<file path="src/rtl/tlul_host_adapter.sv">
// Minimal TL-UL type package plus a request/grant to TL-UL A/D-channel host adapter.
// Requests are tagged with rolling source IDs, and in-order responses are checked against those IDs.
package tlul_pkg;
  localparam int TL_AW  = 32;
  localparam int TL_DW  = 32;
  localparam int TL_AIW = 8;
  localparam int TL_DIW = 1;
  localparam int TL_DBW = 4;
  localparam int TL_SZW = 2;

  typedef enum logic [2:0] {
    PutFullData    = 3'h0,
    PutPartialData = 3'h1,
    Get            = 3'h4
  } tl_a_op_e;

  typedef enum logic [2:0] {
    AccessAck     = 3'h0,
    AccessAckData = 3'h1
  } tl_d_op_e;

  typedef struct packed {
    logic [4:0] rsvd;
    logic [3:0] instr_type;
    logic [6:0] cmd_intg;
    logic [6:0] data_intg;
  } tl_a_user_t;

  localparam tl_a_user_t TL_A_USER_DEFAULT = '{
    rsvd: 5'h0, instr_type: 4'h9, cmd_intg: 7'h0, data_intg: 7'h0
  };

  typedef struct packed {
    logic [6:0] rsp_intg;
    logic [6:0] data_intg;
  } tl_d_user_t;

  typedef struct packed {
    logic              a_valid;
    tl_a_op_e          a_opcode;
    logic [2:0]        a_param;
    logic [TL_SZW-1:0] a_size;
    logic [TL_AIW-1:0] a_source;
    logic [TL_AW-1:0]  a_address;
    logic [TL_DBW-1:0] a_mask;
    logic [TL_DW-1:0]  a_data;
    tl_a_user_t        a_user;
    logic              d_ready;
  } tl_h2d_t;

  typedef struct packed {
    logic              d_valid;
    tl_d_op_e          d_opcode;
    logic [2:0]        d_param;
    logic [TL_SZW-1:0] d_size;
    logic [TL_AIW-1:0] d_source;
    logic [TL_DIW-1:0] d_sink;
    logic [TL_DW-1:0]  d_data;
    tl_d_user_t        d_user;
    logic              d_error;
    logic              a_ready;
  } tl_d2h_t;
endpackage

module tlul_host_adapter
  import tlul_pkg::*;
#(
  parameter int unsigned Outstanding = 2,
  parameter int unsigned IdW         = (Outstanding > 1) ? $clog2(Outstanding) : 1
) (
  input  logic        clk_i,
  input  logic        rst_i,
  input  logic        req_i,
  output logic        gnt_o,
  input  logic        we_i,
  input  logic [31:0] addr_i,
  input  logic [31:0] wdata_i,
  input  logic [3:0]  be_i,
  output logic        rvalid_o,
  output logic [31:0] rdata_o,
  output logic        err_o,
  output logic        busy_o,
  output tl_h2d_t     tl_o,
  input  tl_d2h_t     tl_i
);

  localparam int unsigned CntW = $clog2(Outstanding + 1);
  localparam logic [CntW-1:0] CntMax = CntW'(Outstanding);

  logic [CntW-1:0]        cnt_q, cnt_d;
  logic [IdW-1:0]         tx_id_q, tx_id_d, rx_id_q, rx_id_d;
  logic [Outstanding-1:0] we_q, we_d, we_shift;
  logic [CntW-1:0]        push_idx;
  logic                   rvalid_q, rvalid_d, err_q, err_d;
  logic [31:0]            rdata_q, rdata_d;
  logic                   a_valid, grant, pop, exp_we, op_bad;
  logic                   unused_sig;

  function automatic logic [IdW-1:0] id_inc(input logic [IdW-1:0] id);
    if (id == IdW'(Outstanding - 1)) return '0;
    return id + 1'b1;
  endfunction

  assign a_valid  = req_i & (cnt_q != CntMax);
  assign grant    = a_valid & tl_i.a_ready;
  assign pop      = tl_i.d_valid & (cnt_q != '0);
  assign gnt_o    = grant;
  assign busy_o   = (cnt_q != '0);
  assign rvalid_o = rvalid_q;
  assign rdata_o  = rdata_q;
  assign err_o    = err_q;

  assign unused_sig = ^{tl_i.d_param, tl_i.d_size, tl_i.d_sink, tl_i.d_user,
                        tl_i.d_source[TL_AIW-1:IdW], addr_i[1:0]};

  always_comb begin
    tl_o           = '0;
    tl_o.a_valid   = a_valid;
    tl_o.a_opcode  = !we_i ? Get : (be_i == 4'hF) ? PutFullData : PutPartialData;
    tl_o.a_param   = 3'h0;
    tl_o.a_size    = 2'd2;
    tl_o.a_source  = TL_AIW'(tx_id_q);
    tl_o.a_address = {addr_i[31:2], 2'b00};
    tl_o.a_mask    = we_i ? be_i : 4'hF;
    tl_o.a_data    = we_i ? wdata_i : 32'h0;
    tl_o.a_user    = TL_A_USER_DEFAULT;
    tl_o.d_ready   = 1'b1;
  end

  always_comb begin
    cnt_d = cnt_q;
    if (grant && !pop) cnt_d = cnt_q + 1'b1;
    else if (!grant && pop) cnt_d = cnt_q - 1'b1;
    tx_id_d = grant ? id_inc(tx_id_q) : tx_id_q;
    rx_id_d = pop ? id_inc(rx_id_q) : rx_id_q;

    // Head of the we-FIFO is bit 0; a concurrent pop shifts the push slot down by one.
    we_shift = pop ? (we_q >> 1) : we_q;
    push_idx = cnt_q - CntW'(pop);
    we_d     = we_shift;
    for (int i = 0; i < Outstanding; i++) begin
      if (grant && (push_idx == CntW'(i))) we_d[i] = we_i;
    end

    exp_we   = we_q[0];
    op_bad   = exp_we ? (tl_i.d_opcode != AccessAck) : (tl_i.d_opcode != AccessAckData);
    rvalid_d = tl_i.d_valid;
    rdata_d  = rdata_q;
    err_d    = err_q;
    if (tl_i.d_valid) begin
      if (!pop) begin
        err_d   = 1'b1;
        rdata_d = 32'h0;
      end else begin
        err_d   = tl_i.d_error | (tl_i.d_source[IdW-1:0] != rx_id_q) | op_bad;
        rdata_d = (tl_i.d_opcode == AccessAckData) ? tl_i.d_data : 32'h0;
      end
    end
  end

  always_ff @(posedge clk_i) begin
    if (rst_i) begin
      cnt_q    <= '0;
      tx_id_q  <= '0;
      rx_id_q  <= '0;
      we_q     <= '0;
      rvalid_q <= 1'b0;
      rdata_q  <= 32'h0;
      err_q    <= 1'b0;
    end else begin
      cnt_q    <= cnt_d;
      tx_id_q  <= tx_id_d;
      rx_id_q  <= rx_id_d;
      we_q     <= we_d;
      rvalid_q <= rvalid_d;
      rdata_q  <= rdata_d;
      err_q    <= err_d;
    end
  end

endmodule

</file>
<file path="config.mk">
export PLATFORM = sky130hd
export DESIGN_NAME = tlul_host_adapter
export DESIGN_NICKNAME = d
export VERILOG_FILES = /design/src/rtl/tlul_host_adapter.sv
export SDC_FILE = /design/constraint.sdc
export NUM_CORES = 1
export LEC_CHECK = 0
export CAP_MARGIN = 20
export CORE_AREA = 2 2 108 110
export CTS_CLUSTER_DIAMETER = 120
export CTS_CLUSTER_SIZE = 28
export DETAILED_ROUTE_END_ITERATION = 16
export DIE_AREA = 0 0 110 112
export PLACE_DENSITY_LB_ADDON = 0.08
export SYNTH_ARGS = -nofsm -noshare
export SYNTH_HDL_FRONTEND = slang
export SYNTH_SLANG_ARGS = --single-unit
</file>
<file path="constraint.sdc">
create_clock -name clk_i -period 2.7 [get_ports clk_i]
set_input_delay 0.27 -clock clk_i [delete_from_list [all_inputs] [get_ports clk_i]]
set_output_delay 0.27 -clock clk_i [all_outputs]
set_load 0.05 [all_outputs]
</file>
==> key figures <==
Power
  – Switch Pwr: 0.888 mW
  – Switching Fraction: 37.6%
  – Final Power: 2.36 mW
  – Clock power frac: 30.1%
  – Leak: 1.63 nW
  – Peak VDD IR: 0.266 mV
  – Gate power share: 41.5%
  – Cell Int Power: 1.47 mW
  – Pwr dens: 569 mW/mm^2
  – Sequential power share: 28.4%

Setup path
  – CP Class: in -> out
  – CP required: 2.43 ns
  – WP buf/inv: 2
  – Critical path's slowest cell: clkdlybuf4s50_1
  – Slowest stage delay, CP: 0.84 ns
  – CP endpoint kind: primary output
  – Crit path max fanout: 4
  – Critical Path Most Common Cell: clkdlybuf4s50_1
  – Top delay family on crit path: buffers and inverters
  – CP startpoint kind: primary input
  – Crit-path cells: clkdlybuf4s50_1, nand2_1, nor2_1, clkdlybuf4s50_1
  – CP Data Arrival Time: 1.86 ns
  – R2R setup slack: 1.02 ns

Floorplan
  – Core ar.: 0.0112 sq mm
  – Initial core utilization: 21.3%
  – Die Span Y: 112 um
  – Rows: 39
  – Die area: 0.0123 sq mm
  – Top-level port count: 283
  – Die W: 110 um

Finish
  – Final layout net count: 529
  – Fin cells: 533
  – Finished Cell Area: 0.00414 sq mm
  – Share of layout cells above drive strength 1: 14.4%
  – Util after Layout: 37.1%
  – Antenna Cells: 0
  – Syn-to-layout area delta: 74.3%

Logic synthesis
  – Register area share after synthesis: 33.7%
  – Synth Cell Area: 0.00238 sq mm
  – Synth top area share: 33.7%
  – YS warnings: 0
  – Async SR Flop Fraction: 0%
  – Most area-consuming cells after synthesis: dfxtp_1 34%, buf_4 22%, a32oi_1 12%
  – Number of synthesized flops with an enable pin: 0
  – Synth area leader: dfxtp_1
  – Most used DFF post-synth: dfxtp_1
  – Top cells by count, synth: 71 x buf_4, 40 x dfxtp_1, 38 x nor2_1
  – Netlist cell types: 32
  – Syn avg cell area: 8.64 sq um
  – Syn Inst Count: 275
  – Count leader, synth: buf_4
  – Number of synthesized register bits: 40

Timing
  – Fin crit share: 78.9%
  – Actual slew at the worst max-slew pin: 0.836 ns
  – Setup tns final: 0 ns
  – Max transition margin: 44.3%
  – Finish-stage setup viols: 0
  – Final hold violation count: 0
  – Clk_skew: 0.00361 ns
  – Fin crit period: 2.13 ns
  – Pins Over Slew Limit: 0
  – Unrepaired setup endpoints after global routing: no
  – WHS: 0.478 ns
  – PnR worst setup slack: 0.570 ns
  – Max Fclk: 470 MHz

Clock network
  – CTS tree: yes
  – Clock Sinks: 40
  – H-tree Lvls: 2
  – Clock buffer depth: 2
  – Clock root buffer: clkbuf_16
  – CTS clk-pin slew, worst paths: 0.06 ns
  – CTS Hold Bufs: 0
  – CTS Buf Count: 5
  – Post-CTS setup buffer count: 0
  – Cts repair resizes: 0
  – Clk Latency, worst-skew pair: 0.28 ns

Global route
  – Initial antenna violation count: 1
  – Grt ovf: 0
  – Vias in the first global route: 2067
  – Gr usage total: 12.6%
  – Largest net degree at the start of global routing: 42
  – Global-route wire length before repair: 11.8 mm

Route
  – DRC: 0
  – WL/cell: 15.1 um
  – Drt first pass iters: 4
  – Avg Vias per Cell: 4.12
  – WL final: 8.06 mm
  – Vias: 2195
  – Routed Antenna Nets: 0
  – Violation count after the first detailed-route iteration: 50

Worst hold path
  – Worst hold path class: reg -> reg

Placement
  – Placed Cells: 525
  – Placed cell area: 0.00397 sq mm
  – DP HPWL: 6.09 mm
  – Number of port buffers: 154
  – Final weighted congestion in routability-driven placement: 0.671
  – Pre-CTS WS: 0.569 ns

Run status
  – Status: finished, final reports clean

Flow run
  – Max-capacitance violation count: 0
[cell families after synthesis]
kind of cell / count (synthesis) / synth area share [%]
DFF: 40 / 33.7
xor gates and xnor gates: 5 / 1.84
adders and majority gates: 2 / 1.05
buffers and inverters: 95 / 28.0
other: 2 / 0.316
muxes: 2 / 0.842
and+or+nand+nor: 86 / 18.9
AOI/OAI and AO/OA: 43 / 15.4
[placed cells by master, fill, tap and decap left out, drive strengths merged, types with 2 or more instances in the layout]
| cell type | instances |
|---|---|
| a21oi | 2 |
| a32oi | 32 |
| and2 | 32 |
| and3 | 2 |
| buf | 45 |
| clkbuf | 6 |
| clkdlybuf4s50 | 115 |
| conb | 39 |
| dfxtp | 40 |
| ha | 2 |
| inv | 5 |
| mux2i | 2 |
| nand2b | 5 |
| nor2 | 38 |
| nor2b | 2 |
| o21ai | 3 |
| or3 | 2 |
| xnor2 | 3 |
| xor2 | 2 |
[worst paths after layout]
| path | startpoint | cells after the start | to |
|---|---|---|---|
| hold reg to reg | rdata_o[3] | 2 | rdata_o[3] |
| hold / removal | rdata_o[3] | 2 | rdata_o[3] |
| setup / recovery | req_i | 4 | gnt_o |
| setup reg to reg | cnt_q[1] | 5 | cnt_q[1] |
[metal layers]
layer	track usage [%]	vias to the layer above	wire (um)
li1	-	1048	-
met1	14.9	995	3150
met2	20.7	131	3830
met3	4.68	19	891
met4	4.05	2	171
met5	0	-	19
[worst reg2reg max path: cells and delay by family (launching register included)]
kind / cells / cell delay [ns]
simple gates: 3 / 0.72
compound gates: 1 / 0.14
flops: 1 / 0.42
fa+ha+maj: 1 / 0.34
[flip-flops by register name, summed over array words and instances, names as in the netlist]
signal,flops
we_q,2
err_o,1
rvalid_o,1
rdata_o,32
cnt_q,2
tx_id_q,1
rx_id_q,1
[area by class of cell]
| type | count | area [sq um] |
|---|---|---|
| clock buffers | 6 | 139 |
| fillers | 1156 | 7030 |
| well taps | 143 | 179 |
| multi-input cells | 177 | 1060 |
| inverters | 5 | 18.8 |
| flip-flops and latches | 40 | 801 |
| clock inverters | 2 | 38.8 |
| repair buffers | 160 | 1910 |
[power by group through the flow]
stage          combinational (mW)  clock, mW  sequential [mW]
2_1_floorplan               0.804          0            0.705
3_3_place_gp                0.983          0            0.682
3_5_place_dp                0.983          0            0.683
4_1_cts                     0.988      0.744            0.669
5_1_grt                      1.04      0.762            0.675
6_report                    0.979      0.711            0.670
Power figures use the tool's default switching activity.
